$ cat src/rtl/program_loader.sv
// Byte-stream program loader: takes a length header, a run of big-endian instruction words
// and a trailing XOR checksum, and writes the words into instruction memory.
module program_loader #(
  parameter int ADDR_WIDTH  = 16,
  parameter int INSTR_WIDTH = 28,
  parameter int MAX_WORDS   = 256
) (
  input  logic                   Clock,
  input  logic                   Reset,
  input  logic                   iStart,
  input  logic [7:0]             iByte,
  input  logic                   iByteValid,
  output logic                   oByteReady,
  output logic                   oWriteEnable,
  output logic [ADDR_WIDTH-1:0]  oWriteAddress,
  output logic [INSTR_WIDTH-1:0] oInstruction,
  output logic                   oCpuReset,
  output logic                   oDone,
  output logic                   oError,
  output logic [1:0]             oErrorCode,
  output logic [ADDR_WIDTH-1:0]  oWordCount
);

  typedef enum logic [2:0] {
    S_IDLE, S_HDR_HI, S_HDR_LO, S_LOAD, S_WRITE, S_CHECK, S_DONE, S_ERROR
  } state_t;

  localparam logic [15:0] MAX_N = 16'(MAX_WORDS);

  state_t                  state_q;
  logic [15:0]             len_q;
  logic [1:0]              bidx_q;
  logic [19:0]             sh_q;      // {b0[3:0], b1, b2} collected before the last byte
  logic [7:0]              csum_q;
  logic [ADDR_WIDTH-1:0]   idx_q;
  logic                    rdy_q, we_q, cpurst_q, done_q, err_q;
  logic [1:0]              ecode_q;
  logic [INSTR_WIDTH-1:0]  instr_q;

  logic                    take;
  logic [15:0]             len_d;
  logic [ADDR_WIDTH-1:0]   idx_d;

  assign take  = iByteValid & rdy_q;
  assign len_d = {len_q[15:8], iByte};
  assign idx_d = idx_q + 1'b1;

  always_ff @(posedge Clock or negedge Reset) begin
    if (!Reset) begin
      state_q  <= S_IDLE;
      len_q    <= '0;
      bidx_q   <= '0;
      sh_q     <= '0;
      csum_q   <= '0;
      idx_q    <= '0;
      rdy_q    <= 1'b0;
      we_q     <= 1'b0;
      instr_q  <= '0;
      cpurst_q <= 1'b1;
      done_q   <= 1'b0;
      err_q    <= 1'b0;
      ecode_q  <= 2'b00;
    end else begin
      we_q <= 1'b0;
      case (state_q)
        S_IDLE, S_DONE, S_ERROR: begin
          if (iStart) begin
            state_q  <= S_HDR_HI;
            rdy_q    <= 1'b1;
            idx_q    <= '0;
            csum_q   <= '0;
            err_q    <= 1'b0;
            ecode_q  <= 2'b00;
            done_q   <= 1'b0;
            cpurst_q <= 1'b1;
          end
        end
        S_HDR_HI: begin
          if (take) begin
            len_q[15:8] <= iByte;
            state_q     <= S_HDR_LO;
          end
        end
        S_HDR_LO: begin
          if (take) begin
            len_q <= len_d;
            if (len_d == 16'd0 || len_d > MAX_N) begin
              state_q <= S_ERROR;
              rdy_q   <= 1'b0;
              err_q   <= 1'b1;
              ecode_q <= 2'b01;
            end else begin
              state_q <= S_LOAD;
              bidx_q  <= 2'd0;
            end
          end
        end
        S_LOAD: begin
          if (take) begin
            csum_q <= csum_q ^ iByte;
            bidx_q <= bidx_q + 2'd1;
            case (bidx_q)
              2'd0: sh_q <= {16'd0, iByte[3:0]};
              2'd3: begin
                instr_q <= INSTR_WIDTH'({sh_q, iByte});
                we_q    <= 1'b1;
                rdy_q   <= 1'b0;
                state_q <= S_WRITE;
              end
              default: sh_q <= {sh_q[11:0], iByte};
            endcase
          end
        end
        S_WRITE: begin
          // Write strobe is live this cycle with address = idx_q; advance afterwards.
          idx_q <= idx_d;
          rdy_q <= 1'b1;
          state_q <= (16'(idx_d) == len_q) ? S_CHECK : S_LOAD;
        end
        S_CHECK: begin
          if (take) begin
            rdy_q <= 1'b0;
            if (iByte == csum_q) begin
              state_q  <= S_DONE;
              done_q   <= 1'b1;
              cpurst_q <= 1'b0;
            end else begin
              state_q <= S_ERROR;
              err_q   <= 1'b1;
              ecode_q <= 2'b10;
            end
          end
        end
        default: state_q <= S_IDLE;
      endcase
    end
  end

  assign oByteReady    = rdy_q;
  assign oWriteEnable  = we_q;
  assign oWriteAddress = idx_q;
  assign oInstruction  = instr_q;
  assign oCpuReset     = cpurst_q;
  assign oDone         = done_q;
  assign oError        = err_q;
  assign oErrorCode    = ecode_q;
  assign oWordCount    = idx_q;

endmodule

$ cat config.mk
export PLATFORM = sky130hd
export DESIGN_NAME = program_loader
export DESIGN_NICKNAME = d
export VERILOG_FILES = /design/src/rtl/program_loader.sv
export SDC_FILE = /design/constraint.sdc
export NUM_CORES = 1
export LEC_CHECK = 0
export BUFFER_PORTS_ARGS = -buffer_cell sky130_fd_sc_hd__buf_2
export CORE_AREA = 2 2 103 105
export DETAILED_ROUTE_END_ITERATION = 8
export DIE_AREA = 0 0 105 107
export PLACE_DENSITY = 0.74
export SETUP_SLACK_MARGIN = 0.05
export SKIP_LAST_GASP = 1
export SLEW_MARGIN = 20
export SYNTH_ARGS = -nofsm -noshare
export SYNTH_HDL_FRONTEND = slang
export SYNTH_SLANG_ARGS = --single-unit
$ cat constraint.sdc
create_clock -name Clock -period 2 [get_ports Clock]
set_input_delay 0.1 -clock Clock [delete_from_list [all_inputs] [get_ports Clock]]
set_output_delay 0.1 -clock Clock [all_outputs]
set_load 0.02 [all_outputs]
# ---- Word level (Yosys, flattened, before mapping)
# Index checks and enable logic that the tools add are counted.
dict set report totals {
  register_bits 100
  latch_bits 0
  ramBits 0
  rom_bits 0
  inputBits 12
  output_inout_bits 67
  wordCells 113
  n_memories 0
}
dict set report op_classes {
  addsub 2
  multipliers 0
  n_div 0
  magnitude_cmp 1
  eq_ne 20
  shifts 0
  muxes 50
  n_bitwise 4
  reduce_logical 22
}
# cell n
set op_table {}
lappend op_table {{20-bit one-hot mux with 2 select lines} 1}
lappend op_table {{16-bit one-hot mux with 2 select lines} 1}
lappend op_table {{8-bit one-hot mux with 2 select lines} 2}
lappend op_table {{3-bit 2-to-1 mux} 8}
lappend op_table {{8-bit 2-to-1 mux} 3}
lappend op_table {{2-bit inequality test, second input constant} 10}
lappend op_table {{1-bit 2-to-1 mux} 19}
lappend op_table {{3-bit one-hot mux with 6 select lines} 1}
lappend op_table {{16-bit by 1-bit adder with 16-bit output, second input constant} 1}
lappend op_table {{16-bit == test} 1}
lappend op_table {{16-bit by 9-bit > comparator with 1-bit output, second input constant} 1}
lappend op_table {{16-bit zero test} 1}
lappend op_table {{16-bit 2-to-1 mux} 1}
lappend op_table {{2-bit 2-to-1 mux} 8}
lappend op_table {{3-bit == test, second input constant} 4}
lappend op_table {{3-bit AND reduction} 4}
lappend op_table {{6-bit AND reduction} 2}
lappend op_table {{8-bit == test} 1}
lappend op_table {{4-bit AND reduction} 2}
lappend op_table {{2-bit nonzero test} 4}
lappend op_table {{8-bit XOR} 1}
lappend op_table {{7-bit AND reduction} 1}
lappend op_table {{3-bit by 2-bit == test with 1-bit output, second input constant} 2}
lappend op_table {{2-bit one-hot mux with 3 select lines} 1}
lappend op_table {{other kinds (16)} 19}

# ---- Longest topological paths before layout
# Gate-level depths: netlist of run 1.
dict set report depth {
  depth_word 5
  depth_mapped 8
}

# ---- Least setup slack after synthesis of run 1
# Ideal clock, no wire load.
dict set report synth_timing {
  path_type {reg2reg}
  startpoint {register idx_q[8] (netlist: oWordCount[8])}
  endpoint {register state_q[1]}
  setup_time_ns 0.127
  arrival_time_ns 1.857
  t_required_ns 1.873
  path_slack_ns 0.016
  stages_incl_launch_ff 8
  path_buffers 1
  synth_period_minus_slack_ns 1.984
  path_cell_list {dfrtp_1 -> clkbuf_1 -> nand4_1 -> or2_2 -> xor2_1 -> a21oi_1 -> nor4b_2 -> o31ai_1}
}
dict set report synth_between {
  elab_chain_cells 4
}
# item line
set synth_lines {}
lappend synth_lines {{start: declaration} 35} ;# logic [ADDR_WIDTH-1:0] idx_q;
lappend synth_lines {{start signal: assignment} 116} ;# idx_q <= idx_d;
lappend synth_lines {{16-bit by 1-bit adder with 16-bit output} 46} ;# assign idx_d = idx_q + 1'b1;
lappend synth_lines {{16-bit == test} 118} ;# state_q <= (16'(idx_d) == len_q) ? S_CHECK : S_LOAD;
lappend synth_lines {{3-bit 2-to-1 mux} 118}
lappend synth_lines {{3-bit one-hot mux with 6 select lines} 65} ;# case (state_q)
lappend synth_lines {{end signal: assignment} 118}
lappend synth_lines {{end: declaration} 30} ;# state_t state_q;
# No other way between the ends.
# A chain may end at the register's enable or synchronous reset.

# ---- Worst setup path in the final report of run 1
dict set report layout_timing {
  startpoint {register csum_q[0]}
  endpoint {register err_q (netlist: oError)}
}
dict set report layout_between {
  elab_chain_cells 3
}
# item line
set layout_lines {}
lappend layout_lines {{start: declaration} 34} ;# logic [7:0] csum_q;
lappend layout_lines {{start signal: assignment} 100} ;# csum_q <= csum_q ^ iByte;
lappend layout_lines {{8-bit == test} 123} ;# if (iByte == csum_q) begin
lappend layout_lines {{2-bit inequality test (no line)} n/a}
lappend layout_lines {{6-bit AND reduction (no line)} n/a}
lappend layout_lines {{end signal: assignment} 72} ;# err_q <= 1'b0;
lappend layout_lines {{end signal: assignment} 90} ;# err_q <= 1'b1;
lappend layout_lines {{end signal: assignment} 129} ;# err_q <= 1'b1;
lappend layout_lines {{end: declaration} 36} ;# logic rdy_q, we_q, cpurst_q, done_q, err_q;
# No other way between the ends.

==> metrics, run 1 <==
outcome complete, no violations; global-route wire length before repair 18900 um; Worst Hold Path EP sh_q[7]; Worst R2R Setup Slack 40 ps; Max Root-Sink Buffers 2; max_cap viols 0; CP Launch Type flop; Required @ worst endpoint 2270 ps; vias in the first global route 3885; die area 11200 um2; All-Layer GR Usage 0.211; synthesized flop and latch total 100; hpwl dp 8150 um; HP Class primary input to flop; syn_area_per_cell 10.2 um2; share of the synthesized area in the top cell type 0.491; CP Capture Type flop; via count 4050; DRC violations left 0; Gate Count Post-Synth 495; final setup violation count 0; Post-synth top flop dfrtp_1; Crit-path slowest cell dfrtp_1; Netlist cell types 53; final setup TNS 0 ps; hold slack 68.4 ps; Cell Pwr Density 1170 nW/um2; cell taking the most area after synthesis dfrtp_1; CP Data Arrival Time 2230 ps; H-tree Lvls 3; total power 0.00722 W; num ports 79; synth warn 0; height of the die 107 um; initial antenna violation count 0; CP top delay family compound AO/OA/AOI/OAI gates; Antenna diodes 0; gr ovfl total 0; wire per inst 15.7 um; CTS Sinks 100; CP Buf/Inv Count 0; area grow syn2layout 21.7%; ys async rst share 1.00; CTS root buffer clkbuf_8; Hold Vio Cnt, Final 0; Fin Clk Skew 15.0 ps; CTS Buf Count 9; Slew HR 0.717; RSZ-0062 raised after global routing true; Worst R2R End oError; DRT Pass-1 Iters 4; crit-path max FO 3; Seq/Total Area, Yosys 0.496; top post-synthesis cells by count dfrtp_1 (99), o21ai_0 (59), mux2_2 (48), nand2_1 (48), nor2_1 (35); Slew Limit Fails 0; Tightest Pin Transition 424 ps; final period utilization 0.979; PortBufs 78; Die X 105 um; Routed Antenna Nets 0; Synth Cell Area 5050 um2; fin nets 609; vias per std cell 5.51; R2R cell count 6; WL final 11600 um; Cell Rows 37; critical path's largest stage delay 410 ps; Tmin final 1960 ps; Post-synth EDFFs 0; initial drt markers 244; Worst-Skew Late Latency 380 ps; syn nets 510; Initial Utilization 0.500; Area contributors post-synth dfrtp_1 (49%), mux2_2 (11%), o21ai_0 (5.9%); DP Area 5730 um2; pin count of the biggest net entering global routing 48; Hold Startpoint iByte[7]; critical path cell sequence xor2_1 -> nor4_2 -> nand2_1 -> a22o_1 -> a211o_2 -> o21a_1; Leakage 3.00 nW; CTS tree done; CTS clk-pin slew, worst paths 110 ps; CORE AREA 10100 um2; Hold Crit Depth 3; fin area 6140 um2; top-count cell post-synth dfrtp_1; CP Class flop to flop; Fmax 0.511 GHz; Peak VDD IR 0.760 mV; fillcell total 876; worst r2r src csum_q[0]; share of cells above drive strength 1 0.381; routability congestion estimate from global placement 0.925
## cell type report
class | count | area, um2 | area share
Sequential cell | 100 | 2510 | 0.408
Tap cell | 136 | 170 | 0.0277
Inverter | 8 | 30.0 | 0.00489
Clock buffer | 11 | 151 | 0.0246
Timing Repair Buffer | 132 | 825 | 0.134
Multi-Input combinational cell | 343 | 2410 | 0.393
Clock inverter | 5 | 42.5 | 0.00693
## kinds of logic (layout without fill, tap and decap cells)
family / Yosys count / in the layout / synth area share
and+or+nand+nor: 156 / 156 / 0.156
AOI/OAI and AO/OA: 105 / 105 / 0.124
DFF: 100 / 100 / 0.496
buffers and inverters: 52 / 156 / 0.0545
muxes: 49 / 49 / 0.109
xor gates and xnor gates: 30 / 30 / 0.0521
adders and majority gates: 3 / 3 / 0.00744
## metrics by stage
| step | setup slack, ps | utilization | instances |
|---|---|---|---|
| floorplan | 59.2 | - | 495 |
| CTS | 32.7 | 0.601 | 733 |
| finish | 42.2 | 0.609 | 735 |
| global placement | -3.54 | 0.568 | 712 |
| global route | -23.3 | 0.609 | 735 |
| detailed placement | -57.7 | 0.568 | 712 |
## registers in the layout, summed over array words and instances (netlist names)
signal,cells
len_q,16
oByteReady,1
oWriteEnable,1
oInstruction,28
oDone,1
sh_q,20
oError,1
state_q,3
bidx_q,2
oCpuReset,1
csum_q,8
oWordCount,16
oErrorCode,2
## layout by cell type (no fill, tap or decap), types with 10 or more instances in the layout
| cell type | instances |
|---|---|
| dfrtp_1 | 95 |
| buf_2 | 77 |
| o21ai_0 | 59 |
| buf_4 | 50 |
| nand2_1 | 48 |
| mux2_2 | 48 |
| nor2_1 | 35 |
| nand2b_1 | 20 |
| xor2_1 | 18 |
| clkbuf_8 | 11 |
| xnor2_1 | 10 |
## what timing repair did
| item | 4_1_cts | 5_1_grt |
|---|---|---|
| setup endpoints to repair | 4 | 7 |
| hold endpoints to repair | 35 | 0 |
| buffers inserted | 4 | 2 |
| hold buffers | 1 | 0 |
| pin swaps | 5 | 4 |
| gates resized for setup | 19 | 12 |
## worst max path at each step
stage	startpoint	to	slack [ps]	cells after the start
final	csum_q[0]	oError	40	6
after global routing	csum_q[0]	oError	-20	6
after CTS	oWordCount[3]	state_q[1]	30	6
after detailed placement	len_q[9]	oError	-60	6
after global placement	len_q[9]	oError	-4	6
after floorplan	oWordCount[9]	state_q[1]	60	7
## layer usage
layer,up-vias,part of all wire,GRT usage
li1,1921,-,-
met1,1992,0.45,0.283
met2,124,0.49,0.345
met3,13,0.043,0.0413
met4,0,0.015,0.0686
met5,-,0,0
## worst min-delay path, cell delays in order
cell	delay [ps]
buf_2	170
nand2b_1	80
o21ai_0	60
## report_power, final
group / switching, W / internal (W)
registers: 0.000526 / 0.00262
clock network: 0.000736 / 0.000536
logic: 0.00149 / 0.00131
total: 0.00275 / 0.00446
No activity file was read; power rests on OpenSTA's default activity.
==> inputs of run 2 (changes only) <==
Settings changed: ABC_AREA set to 1, CORE_AREA 2 2 103 105 to 2 2 102 104, DIE_AREA 0 0 105 107 to 0 0 104 106, PLACE_DENSITY 0.74 to 0.75.
==> run 2 against run 1 <==
Net effect:
- first-iteration DRC count is 26% lower
- wire length is 4.8% higher
- via count is 6.0% higher
- critical endpoint is now state_q[2]
- largest cell class unchanged
==> metrics, run 2 <==
outcome complete, no violations; Fmax 0.514 GHz; CTS clk-pin slew, worst paths 110 ps; height of the die 106 um; pin count of the biggest net entering global routing 54; global-route wire length before repair 19900 um; CP Launch Type flop; PortBufs 78; Peak VDD IR 0.534 mV; initial drt markers 181; GR Util met2 0.381; Worst-Skew Late Latency 380 ps; fillcell total 914; H-tree Lvls 3; final setup TNS 0 ps; area grow syn2layout 17.8%; share of the synthesized area in the top cell type 0.499; Area contributors post-synth dfrtp_1 (50%), nand2_1 (12%), nand3_1 (5.8%); R2R cell count 13; Required @ worst endpoint 2320 ps; ys async rst share 1.00; Netlist cell types 31; CORE AREA 10000 um2; Tightest Pin Transition 541 ps; vias per std cell 5.22; commonest non-fill, non-tap cell in the layout nand2_1; final period utilization 0.973; max_cap viols 0; DP Area 5470 um2; Gate Count Post-Synth 603; crit-path max FO 7; CTS Sinks 100; syn nets 618; WL final 12100 um; CTS tree done; synthesized flop and latch total 100; fin area 5850 um2; CP Data Arrival Time 2270 ps; CTS Buf Count 9; Slew Limit Fails 0; Leakage 3.00 nW; CTS root buffer clkbuf_8; gr ovfl total 0; Multi-input gate area 2050 um2; register area 2510 um2; Die X 104 um; Antenna diodes 0; cell taking the most area after synthesis dfrtp_1; Post-synth top flop dfrtp_1; Routed Antenna Nets 0; GR peak layer met2; Max Root-Sink Buffers 2; All-Layer GR Usage 0.223; DP Worst Slack 42.3 ps; max reg flops 28; Initial Utilization 0.497; hpwl dp 8790 um; fin nets 697; Hold Crit Depth 3; routability congestion estimate from global placement 0.906; synth warn 0; Slew HR 0.639; Post-synth EDFFs 0; share of cells above drive strength 1 0.247; Seq/Total Area, Yosys 0.504; syn_area_per_cell 8.24 um2; Synth Cell Area 4970 um2; CP Capture Type flop; Tmin final 1950 ps; top-count cell post-synth nand2_1; top post-synthesis cells by count nand2_1 (161), dfrtp_1 (99), inv_1 (77); HP Class primary input to flop; met3 GRT Util 0.0270; vias in the first global route 4168; CP Class flop to flop; via count 4292; Fin Clk Skew 10.2 ps; final setup violation count 0; wire per inst 14.7 um; hold slack 8.13 ps; DRC violations left 0; Worst Setup Slack, final 54.1 ps; num ports 79; DRT Pass-1 Iters 5; Cell Pwr Density 1170 nW/um2; Cell Rows 37; M1 GR Usage 0.294; Core Util, Final 0.585; Hold Vio Cnt, Final 0; RSZ-0062 raised after global routing true; die area 11000 um2; most frequent cells in the layout nand2_1 (156), dfrtp_1 (93), inv_1 (77), buf_2 (77), o21ai_0 (56); initial antenna violation count 0
-- run 2: path summary, 6_finish.rpt --
| kind | from | endpoint | slack, ps |
|---|---|---|---|
| max in group asynchronous | Reset | oCpuReset | 1130 |
| hold / removal | iByte[6] | sh_q[6] | 8 |
| setup reg to reg | oWordCount[1] | state_q[2] | 50 |
| setup / recovery | oWordCount[1] | state_q[2] | 50 |
| hold reg to reg | oCpuReset | oCpuReset | 470 |
| min in group asynchronous | Reset | oWordCount[2] | 240 |
-- run 2: power breakdown --
group	internal (W)	leakage [nW]	switching [W]
Sequential	0.00258	1.32	0.000418
Clock	0.000496	0.0983	0.000807
Combinational	0.000896	1.58	0.00165
Total	0.00397	3.00	0.00287
-- run 2: final cells by class --
type                    count  area share
well taps                 136      0.0291
flip-flops and latches    100       0.429
inverters                  83      0.0541
multi-input cells         389       0.351
repair buffers             99       0.102
clock buffers               9      0.0212
clock inverters             7      0.0133
-- run 2: cell families (layout without fill, tap and decap cells) --
kind of cell	count (synthesis)	count (layout)	share of synthesized area
AOI/OAI and AO/OA	98	98	0.109
xor gates and xnor gates	11	11	0.0194
adders and majority gates	3	3	0.00756
buffers and inverters	114	198	0.101
DFF	100	100	0.504
and+or+nand+nor	277	277	0.259
-- run 2: stage by stage --
| step | total power, W | instances |
|---|---|---|
| 2_1_floorplan | 0.00462 | 603 |
| 3_3_place_gp | 0.00529 | 798 |
| 3_5_place_dp | 0.00538 | 798 |
| 4_1_cts | 0.00669 | 815 |
| 5_1_grt | 0.00733 | 823 |
| 6_report | 0.00684 | 823 |
-- run 2: layer usage --
metal | vias to the layer above | wire, um
li1 | 2091 | -
met1 | 2075 | 5460
met2 | 110 | 6050
met3 | 16 | 404
met4 | 0 | 209
met5 | - | 0
-- run 2: what timing repair did --
action / in CTS / in global routing
setup endpoints to repair: 2 / 3
hold buffers: 1 / 0
resized for setup: 4 / 27
setup buffers: 0 / 8
endpoints found under the hold margin: 38 / 0
pin swaps: 1 / 18
-- run 2: worst max-delay path, stage by stage, from the launching register on --
cell     delay [ps]
dfrtp_1         450
ha_4            210
nand2_4          60
nor2_4          190
nand3_1         100
nand3_1         110
nand2_1          70
nor2_2          100
nand3_2         120
nor2_4          120
nand4_1         140
nand2_1         100
nand2_1          60
nand2_1          60
